<file path="src/rtl/gun_turret.sv">
// rtl/gun_turret.sv - player gun turret: movement, projectile slots and pixel overlay
module gun_turret #(
    parameter int          H_ACTIVE   = 640,
    parameter int          GUN_W      = 63,
    parameter int          BARREL_OFS = 26,
    parameter int          BARREL_W   = 11,
    parameter int          BARREL_Y   = 435,
    parameter int          BASE_Y     = 466,
    parameter int          MOVE_DIV   = 50000,
    parameter int          SHOT_DIV   = 20000,
    parameter int          N_SHOTS    = 4,
    parameter int          SHOT_W     = 3,
    parameter int          SHOT_H     = 8,
    parameter int          COOLDOWN   = 16,
    parameter logic [5:0]  GUN_COLOR  = 6'h00,
    parameter logic [5:0]  SHOT_COLOR = 6'h3F
) (
    input  logic               clk,
    input  logic               reset,
    input  logic [9:0]         hcount,
    input  logic [9:0]         vcount,
    input  logic               izq,
    input  logic               der,
    input  logic               fire,
    output logic [5:0]         data,
    output logic               draw,
    output logic [9:0]         pos_x,
    output logic [N_SHOTS-1:0] shot_active,
    output logic               shot_fired
);

    localparam int MOVE_W = (MOVE_DIV > 1) ? $clog2(MOVE_DIV) : 1;
    localparam int SHOT_CW = (SHOT_DIV > 1) ? $clog2(SHOT_DIV) : 1;
    localparam int COOL_W = (COOLDOWN > 0) ? $clog2(COOLDOWN + 1) : 1;

    localparam logic [9:0]  OFS_MAX   = 10'(H_ACTIVE - GUN_W);
    localparam logic [9:0]  SHOT_Y0   = 10'(BARREL_Y - SHOT_H);
    localparam logic [9:0]  SHOT_XOFS = 10'(BARREL_OFS + (BARREL_W - SHOT_W) / 2);
    localparam logic [10:0] BASE_END  = 11'd479;

    logic [9:0]         offset_q, offset_d;
    logic [MOVE_W-1:0]  move_cnt_q, move_cnt_d;
    logic [SHOT_CW-1:0] shot_cnt_q, shot_cnt_d;
    logic [COOL_W-1:0]  cooldown_q, cooldown_d;
    logic               fire_prev_q, fire_prev_d;
    logic [N_SHOTS-1:0] shot_active_q, shot_active_d;
    logic [9:0]         shot_x_q [N_SHOTS];
    logic [9:0]         shot_x_d [N_SHOTS];
    logic [9:0]         shot_y_q [N_SHOTS];
    logic [9:0]         shot_y_d [N_SHOTS];
    logic               shot_fired_q, shot_fired_d;
    logic               draw_q, draw_d;
    logic [5:0]         data_q, data_d;
    logic [9:0]         pos_x_q, pos_x_d;

    logic               move_wrap, shot_tick, fire_edge, slot_found, launch;
    logic [N_SHOTS-1:0] launch_oh;
    logic [10:0]        hc, vc, ofs11, barrel_l, shot_l, shot_t;
    logic               barrel_hit, base_hit, shot_hit;

    always_comb begin
        offset_d      = offset_q;
        move_cnt_d    = move_cnt_q;
        shot_cnt_d    = shot_cnt_q;
        cooldown_d    = cooldown_q;
        fire_prev_d   = fire;
        shot_active_d = shot_active_q;
        shot_x_d      = shot_x_q;
        shot_y_d      = shot_y_q;
        shot_fired_d  = 1'b0;
        launch_oh     = '0;
        slot_found    = 1'b0;
        shot_hit      = 1'b0;
        shot_l        = '0;
        shot_t        = '0;

        move_wrap  = (move_cnt_q == MOVE_W'(MOVE_DIV - 1));
        move_cnt_d = move_wrap ? '0 : move_cnt_q + 1'b1;
        shot_tick  = (shot_cnt_q == SHOT_CW'(SHOT_DIV - 1));
        shot_cnt_d = shot_tick ? '0 : shot_cnt_q + 1'b1;

        // izq takes precedence even when it cannot move, so both-high at the left stop holds
        if (move_wrap) begin
            if (izq) begin
                if (offset_q != 10'd0) offset_d = offset_q - 10'd1;
            end else if (der) begin
                if (offset_q < OFS_MAX) offset_d = offset_q + 10'd1;
            end
        end

        fire_edge = fire & ~fire_prev_q;
        for (int i = 0; i < N_SHOTS; i++) begin
            if (!slot_found && !shot_active_q[i]) begin
                launch_oh[i] = 1'b1;
                slot_found   = 1'b1;
            end
        end
        launch = fire_edge && (cooldown_q == '0) && slot_found;

        if (launch) begin
            cooldown_d   = COOL_W'(COOLDOWN);
            shot_fired_d = 1'b1;
        end else if (shot_tick && cooldown_q != '0) begin
            cooldown_d = cooldown_q - 1'b1;
        end

        for (int i = 0; i < N_SHOTS; i++) begin
            if (launch && launch_oh[i]) begin
                shot_active_d[i] = 1'b1;
                shot_x_d[i]      = offset_q + SHOT_XOFS;
                shot_y_d[i]      = SHOT_Y0;
            end else if (shot_tick && shot_active_q[i]) begin
                if (shot_y_q[i] == 10'd0) shot_active_d[i] = 1'b0;
                else                      shot_y_d[i] = shot_y_q[i] - 10'd1;
            end
        end

        hc       = {1'b0, hcount};
        vc       = {1'b0, vcount};
        ofs11    = {1'b0, offset_q};
        barrel_l = ofs11 + 11'(BARREL_OFS);
        barrel_hit = (vc >= 11'(BARREL_Y)) && (vc < 11'(BASE_Y)) &&
                     (hc >= barrel_l) && (hc < barrel_l + 11'(BARREL_W));
        base_hit   = (vc >= 11'(BASE_Y)) && (vc <= BASE_END) &&
                     (hc >= ofs11) && (hc < ofs11 + 11'(GUN_W));
        for (int i = 0; i < N_SHOTS; i++) begin
            shot_l = {1'b0, shot_x_q[i]};
            shot_t = {1'b0, shot_y_q[i]};
            if (shot_active_q[i] &&
                (hc >= shot_l) && (hc <= shot_l + 11'(SHOT_W - 1)) &&
                (vc >= shot_t) && (vc <= shot_t + 11'(SHOT_H - 1)))
                shot_hit = 1'b1;
        end

        draw_d  = shot_hit | barrel_hit | base_hit;
        data_d  = shot_hit ? SHOT_COLOR : ((barrel_hit | base_hit) ? GUN_COLOR : 6'h00);
        pos_x_d = offset_d + 10'(BARREL_OFS);

        // fire history tracks the button through reset so a held press cannot launch on release
        if (reset) begin
            offset_d      = '0;
            move_cnt_d    = '0;
            shot_cnt_d    = '0;
            cooldown_d    = '0;
            shot_active_d = '0;
            for (int i = 0; i < N_SHOTS; i++) begin
                shot_x_d[i] = '0;
                shot_y_d[i] = '0;
            end
            shot_fired_d = 1'b0;
            draw_d       = 1'b0;
            data_d       = 6'h00;
            pos_x_d      = 10'(BARREL_OFS);
        end
    end

    always_ff @(posedge clk) begin
        offset_q      <= offset_d;
        move_cnt_q    <= move_cnt_d;
        shot_cnt_q    <= shot_cnt_d;
        cooldown_q    <= cooldown_d;
        fire_prev_q   <= fire_prev_d;
        shot_active_q <= shot_active_d;
        for (int i = 0; i < N_SHOTS; i++) begin
            shot_x_q[i] <= shot_x_d[i];
            shot_y_q[i] <= shot_y_d[i];
        end
        shot_fired_q  <= shot_fired_d;
        draw_q        <= draw_d;
        data_q        <= data_d;
        pos_x_q       <= pos_x_d;
    end

    assign data        = data_q;
    assign draw        = draw_q;
    assign pos_x       = pos_x_q;
    assign shot_active = shot_active_q;
    assign shot_fired  = shot_fired_q;

endmodule

</file>
<file path="config.mk">
export PLATFORM = sky130hd
export DESIGN_NAME = gun_turret
export DESIGN_NICKNAME = d
export VERILOG_FILES = /design/src/rtl/gun_turret.sv
export SDC_FILE = /design/constraint.sdc
export NUM_CORES = 1
export LEC_CHECK = 0
export CAP_MARGIN = 20
export CORE_MARGIN = 5
export CORE_UTILIZATION = 30
export DETAILED_ROUTE_END_ITERATION = 6
export SETUP_SLACK_MARGIN = 0.15
export SYNTH_ARGS = -nofsm -noshare
export SYNTH_HDL_FRONTEND = slang
export SYNTH_SLANG_ARGS = --single-unit
</file>
<file path="constraint.sdc">
create_clock -name clk -period 7 [get_ports clk]
set_input_delay 1.75 -clock clk [delete_from_list [all_inputs] [get_ports clk]]
set_output_delay 1.75 -clock clk [all_outputs]
set_load 0.01 [all_outputs]
</file>
# ---- Word level (Yosys, flattened, before mapping)
# Index checks and enable logic that the tools add are counted.
dict set report classes {
  order_cmp 25
  addsub 22
  n_eq_ne 6
  n_bitwise 8
  mux 44
  n_reduce_logical 76
}
# op count
set op_table {}
lappend op_table {{two-way mux 9 bit} 12}
lappend op_table {{greater-or-equal comparator 10 bit} 9}
lappend op_table {{less-or-equal comparator 10 x 11 -> 1 bit} 8}
lappend op_table {{two-way mux 10 bit} 5}
lappend op_table {{subtractor 10 x 1 -> 10 bit (second input constant)} 5}
lappend op_table {{adder 10 x 2 -> 11 bit (second input constant)} 4}
lappend op_table {{adder 10 x 3 -> 11 bit (second input constant)} 4}
lappend op_table {{zero test 10 bit} 4}
lappend op_table {{logical AND 1 bit} 36}
lappend op_table {{two-way mux 1 bit} 24}
lappend op_table {{AND reduction 2 bit} 12}
lappend op_table {{< comparator 10 x 11 -> 1 bit} 2}
lappend op_table {{adder 10 x 5 -> 10 bit (second input constant)} 2}
lappend op_table {{greater-or-equal comparator 10 x 9 -> 1 bit (second input constant)} 2}
lappend op_table {{nonzero test 2 bit} 9}
lappend op_table {{adder 16 x 1 -> 16 bit (second input constant)} 1}
lappend op_table {{== test 16 bit (second input constant)} 1}
lappend op_table {{adder 15 x 1 -> 15 bit (second input constant)} 1}
lappend op_table {{== test 15 bit (second input constant)} 1}
lappend op_table {{OR reduction 2 bit} 7}
lappend op_table {{adder 10 x 5 -> 11 bit (second input constant)} 1}
lappend op_table {{adder 10 x 6 -> 11 bit (second input constant)} 1}
lappend op_table {{adder 11 x 4 -> 11 bit (second input constant)} 1}
lappend op_table {{greater-or-equal comparator 10 x 11 -> 1 bit} 1}
lappend op_table {{15 further kinds} 28}
dict set report totals {
  regBits 149
  wordCells 207
  out_inout_bits 22
}

# ---- Depth between registers and ports, before layout
# Gate-level depths: netlist of run 1.
dict set report depth {
  depth_word 13
  mapped_depth 15
  mapped_depth_nobuf 14
}

# ---- Least setup slack after synthesis of run 1
# OpenSTA, ideal clock, no wires.
dict set report synth_timing {
  kind {in2reg}
  from {in hcount[6]}
  to {reg draw_q, in the netlist draw}
  path_stages 9
  t_arrival_ns 3.751
  path_slack_ns 3.107
  path_buffers 0
  setup_ns 0.142
  path_cell_list {ha_1 o211a_1 a2111oi_0 o21ai_0 a31oi_1 a211oi_1 o211ai_1 o311ai_0 or4b_2}
}
dict set report synth_via {
  elab_chain_cells 11
}
# element line_no
set synth_rtl {}
lappend synth_rtl {{from (decl)} 20} ;# input logic [9:0] hcount,
lappend synth_rtl {{greater-or-equal comparator 10 bit} 130} ;# (hc >= shot_l) && (hc <= shot_l + 11'(SHOT_W - 1)) &&
lappend synth_rtl {{logical AND 1 bit} 129} ;# if (shot_active_q[i] &&
lappend synth_rtl {{logical AND 1 bit (2 in series)} 130}
lappend synth_rtl {{logical AND 1 bit} 131} ;# (vc >= shot_t) && (vc <= shot_t + 11'(SHOT_H - 1)))
lappend synth_rtl {{two-way mux 1 bit (4 in series)} 129}
lappend synth_rtl {{OR 1 bit} 135} ;# draw_d = shot_hit | barrel_hit | base_hit;
lappend synth_rtl {{OR 1 bit (*)} 135}
lappend synth_rtl {{to (signal assigned)} 169} ;# draw_q <= draw_d;
lappend synth_rtl {{to (decl)} 52} ;# logic draw_q, draw_d;
# Every way passes the cells marked *; elsewhere a longest branch is shown, timed or not.
# A chain may end at the register's enable or synchronous reset.

# ---- Worst setup path after layout of run 1
dict set report layout_timing {
  from {in vcount[4]}
  to {reg draw_q, in the netlist draw}
}
dict set report layout_via {
  elab_chain_cells 9
}
# element line_no
set layout_rtl {}
lappend layout_rtl {{from (decl)} 21} ;# input logic [9:0] vcount,
lappend layout_rtl {{greater-or-equal comparator 10 bit} 131}
lappend layout_rtl {{logical AND 1 bit} 130}
lappend layout_rtl {{logical AND 1 bit} 131}
lappend layout_rtl {{two-way mux 1 bit (4 in series)} 129}
lappend layout_rtl {{OR 1 bit} 135}
lappend layout_rtl {{OR 1 bit (*)} 135}
# Marked as above.

==> results.sh, run 1 <==
export IMPL_drt_antenna_violating_nets=0
export IMPL_clk_insertion_delay_late_ns=0.43
export IMPL_detailedRoute_firstIterationViolations=582
export IMPL_synth_to_layout_area_growth_pct=12.73
export IMPL_vdd_ir_drop_worst_uv=167.7
export IMPL_maxSlewViolCount=0
export IMPL_global_route_usage_total=0.1519
export IMPL_routed_wirelength_um=34310
export IMPL_synth_top_area_frac=0.2354
export IMPL_gpl_final_weighted_congestion=0.8726
export IMPL_leakagePower_nw=4.889
export IMPL_min_delay_start="move_cnt_q[0]"
export IMPL_max_cap_viol_count=0
export IMPL_detail_route_first_pass_iterations=5
export IMPL_power_density_nw_per_um2=165.1
export IMPL_placeableCoreArea_sq_um=39910
export IMPL_routed_via_count=10688
export IMPL_synth_cell_type_count=71
export IMPL_cp_slowest_stage_delay_ns=0.76
export IMPL_floorplan_rows=73
export IMPL_seq_total_area_yosys=0.2354
export IMPL_path_class="input pin to flip-flop"
export IMPL_critPathBufInv=1
export IMPL_worst_r2r_cell_count=13
export IMPL_synth_largest_area_cell="dfxtp_1"
export IMPL_io_buffer_count=46
export IMPL_synth_enable_flop_cells=0
export IMPL_final_net_count=1748
export IMPL_route_detailed_wl_per_inst_um=16.78
export IMPL_outcome="complete, no violations"
export IMPL_postSynthRegisterBits=143
export IMPL_syn_avg_cell_area_sq_um=8.140
export IMPL_whs_path_depth=1
export IMPL_die_height_um=211.3
export IMPL_finalSetupTns_ns=0
export IMPL_synthCells=1494
export IMPL_fraction_of_layout_cells_with_a_size_suffix_above_1=0.03684
export IMPL_tritoncts="built"
export IMPL_path_delay_family="compound AO/OA/AOI/OAI gates"
export IMPL_io_pins=47
export IMPL_worstHoldEndpoint="move_cnt_q[0]"
export IMPL_initial_utilization=0.3047
export IMPL_cp_data_arrival_time_ns=5.11
export IMPL_rsz_0062_raised_after_global_routing="false"
export IMPL_clkTransAtPathRegs_ns=0.06
export IMPL_final_period_utilization=0.6877
export IMPL_synth_async_sr_flop_share=0
export IMPL_worst_r2r_startpoint="offset_q[1]"
export IMPL_tritoncts_num_buffers=17
export IMPL_first_global_vias=10543
export IMPL_timing_critical_path_fanout_max=10
export IMPL_post_synth_fa_ha_maj_area_fraction=0.2222
export IMPL_finClkSkew_ns=0.01111
export IMPL_maximum_count_of_clock_buffers_along_a_single_path=2
export IMPL_fmaxAchievable_mhz=207.7
export IMPL_grt_overflow_total=0
export IMPL_report_power_total_mw=2.264
export IMPL_synth_ff_type="dfxtp_1"
export IMPL_timing_max_slew_rel_slack=0.3391
export IMPL_synth_xor_area_share=0.1159
export IMPL_worstMarginPinSlew_ns=0.9664
export IMPL_worst_path_max_delay_cell="a2111oi_0"
export IMPL_dp_final_hpwl_um=26470
export IMPL_fin_crit_ns=4.814
export IMPL_syn_nets=1735
export IMPL_synth_simple_area_share=0.2036
export IMPL_initial_antenna_violation_count=0
export IMPL_worst_setup_path_end_kind="flip-flop"
export IMPL_route_detailed_drc=0
export IMPL_synth_top_family_by_area="adder cells"
export IMPL_r2r_end="draw"
export IMPL_syn_cell_area_sq_um=12160
export IMPL_grt_first_pass_wirelength_um=55370
export IMPL_setup_violations=0
export IMPL_die_width_um=211.3
export IMPL_post_drt_via_cell_ratio=5.226
export IMPL_crit_required_ns=7.30
export IMPL_hold_path_class="flip-flop to flip-flop"
export IMPL_cts_max_level=4
export IMPL_r2r_setup_slk_ns=2.71
export IMPL_worstPathCellList="clkdlybuf4s50_1, ha_1, and4_1, nand3_1, a21oi_1, nor4_1, a2111oi_0, o311ai_0, or4b_2"
export IMPL_antenna_cells=0
export IMPL_synth_compound_area_frac=0.1663
export IMPL_die_area_sq_um=44660
export IMPL_post_cts_repair_setup_buffers=0
export IMPL_synth_top_cells_by_area="dfxtp_1 24%, ha_1 22%, xnor2_1 9.9%, nor2_1 4.0%, a21oi_1 4.0%"
export IMPL_numClockSinks=143
export IMPL_yosys_mux_area_fraction=0.002058
export IMPL_cts_hold_repair_buffers=0
export IMPL_setup_worst_path_start_class="input pin"
export IMPL_clk_root_buffer_cell="clkbuf_16"
export IMPL_largest_net_degree_at_the_start_of_global_routing=68
export IMPL_ys_warnings_count=0
export IMPL_finalHoldViolCount=0
export IMPL_cells_resized_by_post_cts_repair=0
==> power breakdown <==
group          internal [mW]  switching (mW)
clock network          0.598           0.381
registers              0.833          0.0279
logic                  0.174           0.250
total                   1.61           0.659
==> worst max-delay path by stage <==
stage	startpoint	to	slack [ns]	depth (start not counted)
floorplan	hcount[6]	draw	3.11	9
global placement	hcount[7]	draw	1.87	8
detailed placement	hcount[7]	draw	1.84	8
CTS	hcount[7]	draw	2.24	8
global route	hcount[6]	draw	2.05	10
finish	vcount[4]	draw	2.19	9
==> worst register-to-register path, delay by kind of cell (launching register included) <==
family,cells,cell delay [ns]
buf+inv,2,0.43
fa+ha+maj,2,0.86
simple gates,3,1.14
compound gates,5,0.84
xor+xnor,1,0.16
flops,1,0.72
==> final cells by class <==
cell class	count	area, sq um
fill	4125	26210
multi-input combinational	1183	8663
sequential	143	2863
tap	525	656.9
timing repair buffer	50	485.5
clock buffer	19	432.9
inverter	112	420.4
clock inverter	13	187.7
==> layout by cell type (no fill, tap or decap), types with 3 or more instances in the layout <==
cell	count
clkinvlp_4	3
bufinv_16	4
xnor2_1	138
nand3_1	69
a21oi_1	96
o21ai_0	50
a211oi_1	50
or2_2	4
o22ai_1	4
and2_1	4
nor2_1	131
a31oi_1	8
nor4_1	14
o2111ai_1	7
buf_4	4
a21o_1	14
and4_1	4
ha_1	216
o21bai_1	6
or4_1	11
o21a_1	18
inv_1	111
clkdlybuf4s50_1	45
nand2_1	82
dfxtp_1	143
o211ai_1	13
o31ai_1	4
nand4_1	37
o32ai_1	3
xor2_1	23
nor2b_1	12
nor3_1	63
nand3b_1	3
or3_1	8
and3_1	14
clkbuf_16	17
a21boi_0	5
a2111oi_0	13
nand2b_1	13
==> cells by family after synthesis <==
kind of cell | count (synthesis)
and+or+nand+nor | 492
DFF | 143
buffers and inverters | 168
xor gates and xnor gates | 161
AOI/OAI and AO/OA | 312
muxes | 2
adders and majority gates | 216
==> flip-flops by register name, summed over array words and instances, names as in the netlist <==
name	count
cooldown_q	5
data	1
draw	1
fire_prev_q	1
move_cnt_q	16
offset_q	10
pos_x	9
shot_active	4
shot_cnt_q	15
shot_fired	1
shot_l	10
shot_t	10
shot_x_q	30
shot_y_q	30
==> through the flow <==
stage	area [sq um]	hold slack (ns)	instances	worst slack, ns	util
floorplan	12160	0.4175	1494	3.107	-
global placement	13080	0.4299	2012	1.869	0.3278
detailed placement	13080	0.4410	2012	1.837	0.3278
CTS	13700	0.4517	2044	2.241	0.3433
global route	13710	0.4704	2045	2.052	0.3435
finish	13710	0.4487	2045	2.186	0.3435
==> per-layer routing <==
metal | share of wire | track usage | wire, um | up-vias
met5 | 0 | 0 | 0 | -
met4 | 0.021 | 0.04287 | 728 | 0
met3 | 0.030 | 0.02297 | 1028 | 39
met2 | 0.48 | 0.2604 | 16320 | 162
met1 | 0.47 | 0.1991 | 16230 | 5092
li1 | - | - | - | 5395
==> Yosys cell counts, types with 11 or more instances <==
library cell / count
a2111oi_0: 13
a211oi_1: 50
a21o_1: 14
a21oi_1: 96
and3_1: 14
clkbuf_1: 46
dfxtp_1: 143
ha_1: 216
inv_1: 111
nand2_1: 82
nand2b_1: 13
nand3_1: 69
nand4_1: 37
nor2_1: 131
nor2b_1: 12
nor3_1: 65
nor4_1: 14
o211ai_1: 13
o21a_1: 18
o21ai_0: 50
or4_1: 11
xnor2_1: 138
xor2_1: 23
No activity file was read; power rests on OpenSTA's default activity.
==> inputs of run 2 (changes only) <==
==> constraint.sdc (replaced) <==
create_clock -name clk -period 4.27 [get_ports clk]
set_input_delay 1.0675 -clock clk [delete_from_list [all_inputs] [get_ports clk]]
set_output_delay 1.0675 -clock clk [all_outputs]
set_load 0.01 [all_outputs]
==> results.sh, run 2 (synthesized netlist as in run 1, its figures left out) <==
export IMPL_routed_wirelength_um=33150
export IMPL_detail_route_first_pass_iterations=5
export IMPL_drt_antenna_violating_nets=0
export IMPL_final_core_util=0.3499
export IMPL_setup_worst_path_start_class="flip-flop"
export IMPL_finalSetupTns_ns=0
export IMPL_cp_data_arrival_time_ns=4.13
export IMPL_floorplan_rows=73
export IMPL_detailed_place_area_sq_um=13380
export IMPL_worstHoldEndpoint="move_cnt_q[0]"
export IMPL_io_buffer_count=46
export IMPL_post_cts_repair_setup_buffers=0
export IMPL_clk_insertion_delay_late_ns=0.45
export IMPL_initial_antenna_violation_count=0
export IMPL_initial_utilization=0.3047
export IMPL_largest_net_degree_at_the_start_of_global_routing=66
export IMPL_tritoncts="built"
export IMPL_timing_critical_path_fanout_max=6
export IMPL_route_detailed_drc=0
export IMPL_worst_r2r_startpoint="shot_t[0]"
export IMPL_worstMarginPinSlew_ns=0.8435
export IMPL_finalHoldViolCount=0
export IMPL_post_route_non_filler_standard_cell_count=2085
export IMPL_clkTransAtPathRegs_ns=0.06
export IMPL_antenna_cells=0
export IMPL_r2r_end="draw"
export IMPL_grt_first_pass_wirelength_um=54210
export IMPL_detailedRoute_firstIterationViolations=640
export IMPL_numClockSinks=143
export IMPL_r2r_setup_slk_ns=0.45
export IMPL_final_period_utilization=0.8944
export IMPL_path_class="flip-flop to flip-flop"
export IMPL_layout_cells_most_common_list="216 x ha_1, 143 x dfxtp_1, 138 x xnor2_1"
export IMPL_crit_required_ns=4.58
export IMPL_hold_path_class="flip-flop to flip-flop"
export IMPL_tritoncts_num_buffers=17
export IMPL_global_route_usage_total=0.1483
export IMPL_die_area_sq_um=44660
export IMPL_numPlacedInstances=2053
export IMPL_rsz_0062_raised_after_global_routing="false"
export IMPL_synth_to_layout_area_growth_pct=14.82
export IMPL_vdd_ir_drop_worst_uv=296.5
export IMPL_cts_max_level=4
export IMPL_clk_root_buffer_cell="clkbuf_16"
export IMPL_timing_max_slew_rel_slack=0.4342
export IMPL_design_area_sq_um=13960
export IMPL_placeableCoreArea_sq_um=39910
export IMPL_maximum_count_of_clock_buffers_along_a_single_path=2
export IMPL_die_width_um=211.3
export IMPL_fin_crit_ns=3.819
export IMPL_finClkSkew_ns=0.01366
export IMPL_mostFrequentLayoutCell="ha_1"
export IMPL_power_density_nw_per_um2=260.5
export IMPL_min_delay_start="move_cnt_q[0]"
export IMPL_whs_path_depth=1
export IMPL_route_detailed_wl_per_inst_um=15.90
export IMPL_post_drt_via_cell_ratio=5.205
export IMPL_worst_setup_path_end_kind="flip-flop"
export IMPL_biggestRegsByFlops="shot_x_q: 30 flops, shot_y_q: 30 flops, move_cnt_q: 16 flops"
export IMPL_fraction_of_layout_cells_with_a_size_suffix_above_1=0.06090
export IMPL_first_global_vias=10667
export IMPL_max_cap_viol_count=0
export IMPL_setup_violations=0
export IMPL_cells_resized_by_post_cts_repair=0
export IMPL_grt_most_used_layer="met2"
export IMPL_cts_hold_repair_buffers=0
export IMPL_final_net_count=1788
export IMPL_gpl_final_weighted_congestion=0.8674
export IMPL_grt_use_met1=0.1985
export IMPL_grt_overflow_total=0
export IMPL_io_pins=47
export IMPL_grtUsageMet2=0.2460
export IMPL_outcome="complete, no violations"
export IMPL_leakagePower_nw=5.078
export IMPL_worst_r2r_cell_count=14
export IMPL_dp_final_hpwl_um=26220
export IMPL_routed_via_count=10853
export IMPL_maxSlewViolCount=0
export IMPL_met3_usage=0.02564
export IMPL_die_height_um=211.3
export IMPL_fmaxAchievable_mhz=261.8
## run 2: worst max-delay path, stage by stage, from the launching register on
cell       delay (ns)
dfxtp_1          0.35
inv_1            0.12
ha_1             0.30
a2111oi_0        0.53
buf_4            0.21
nand3_1          0.09
xnor2_1          0.15
ha_1             0.33
o21a_1           0.12
o21ai_0          0.08
a31oi_1          0.15
o21ai_0          0.19
nand4_1          0.15
o311ai_0         0.25
or4b_2           0.66
## run 2: routing by layer
layer,vias to the layer above,share of wire
met3,44,0.035
met5,-,0
met4,0,0.017
met2,214,0.47
met1,5112,0.48
li1,5483,-
## run 2: metrics by stage
stage          setup slack [ns]  total power, mW  hold WS (ns)
2_1_floorplan            0.8907            1.887        0.4175
3_3_place_gp             0.2055            2.142        0.4300
3_5_place_dp             0.1822            2.159        0.4343
4_1_cts                  0.5318            3.680        0.4497
5_1_grt                  0.2852            3.832        0.4760
6_report                 0.4510            3.638        0.4446
## run 2: how the worst max path moves through the flow
stage / from / end / slack, ns
3_5_place_dp: hcount[3] / draw / 0.18
3_3_place_gp: vcount[1] / draw / 0.21
5_1_grt: shot_t[0] / draw / 0.29
6_report: shot_t[0] / draw / 0.45
4_1_cts: shot_t[0] / draw / 0.53
2_1_floorplan: offset_q[1] / draw / 0.89
## run 2: report_power, final
part | internal, mW | switching [mW]
Combinational | 0.311 | 0.424
Sequential | 1.37 | 0.0347
Clock | 0.905 | 0.597
Total | 2.58 | 1.06
## run 2: area by class of cell
cell class | count | area [sq um]
fill | 4139 | 25950
inverter | 112 | 420.4
sequential | 143 | 2863
multi-input combinational | 1183 | 8651
clock buffer | 23 | 478.0
clock inverter | 9 | 107.6
tap | 525 | 656.9
timing repair buffer | 90 | 788.3
==> inputs of run 3 (changes only) <==
--- a/config.mk
+++ b/config.mk
@@ -10,6 +10,7 @@
 export CORE_UTILIZATION = 30
 export DETAILED_ROUTE_END_ITERATION = 6
 export SETUP_SLACK_MARGIN = 0.15
+export SKIP_CTS_REPAIR_TIMING = 1
 export SYNTH_ARGS = -nofsm -noshare
 export SYNTH_HDL_FRONTEND = slang
 export SYNTH_SLANG_ARGS = --single-unit
==> results of run 3 <==
No change in the layout: final DEF, timing and power equal those of run 2.
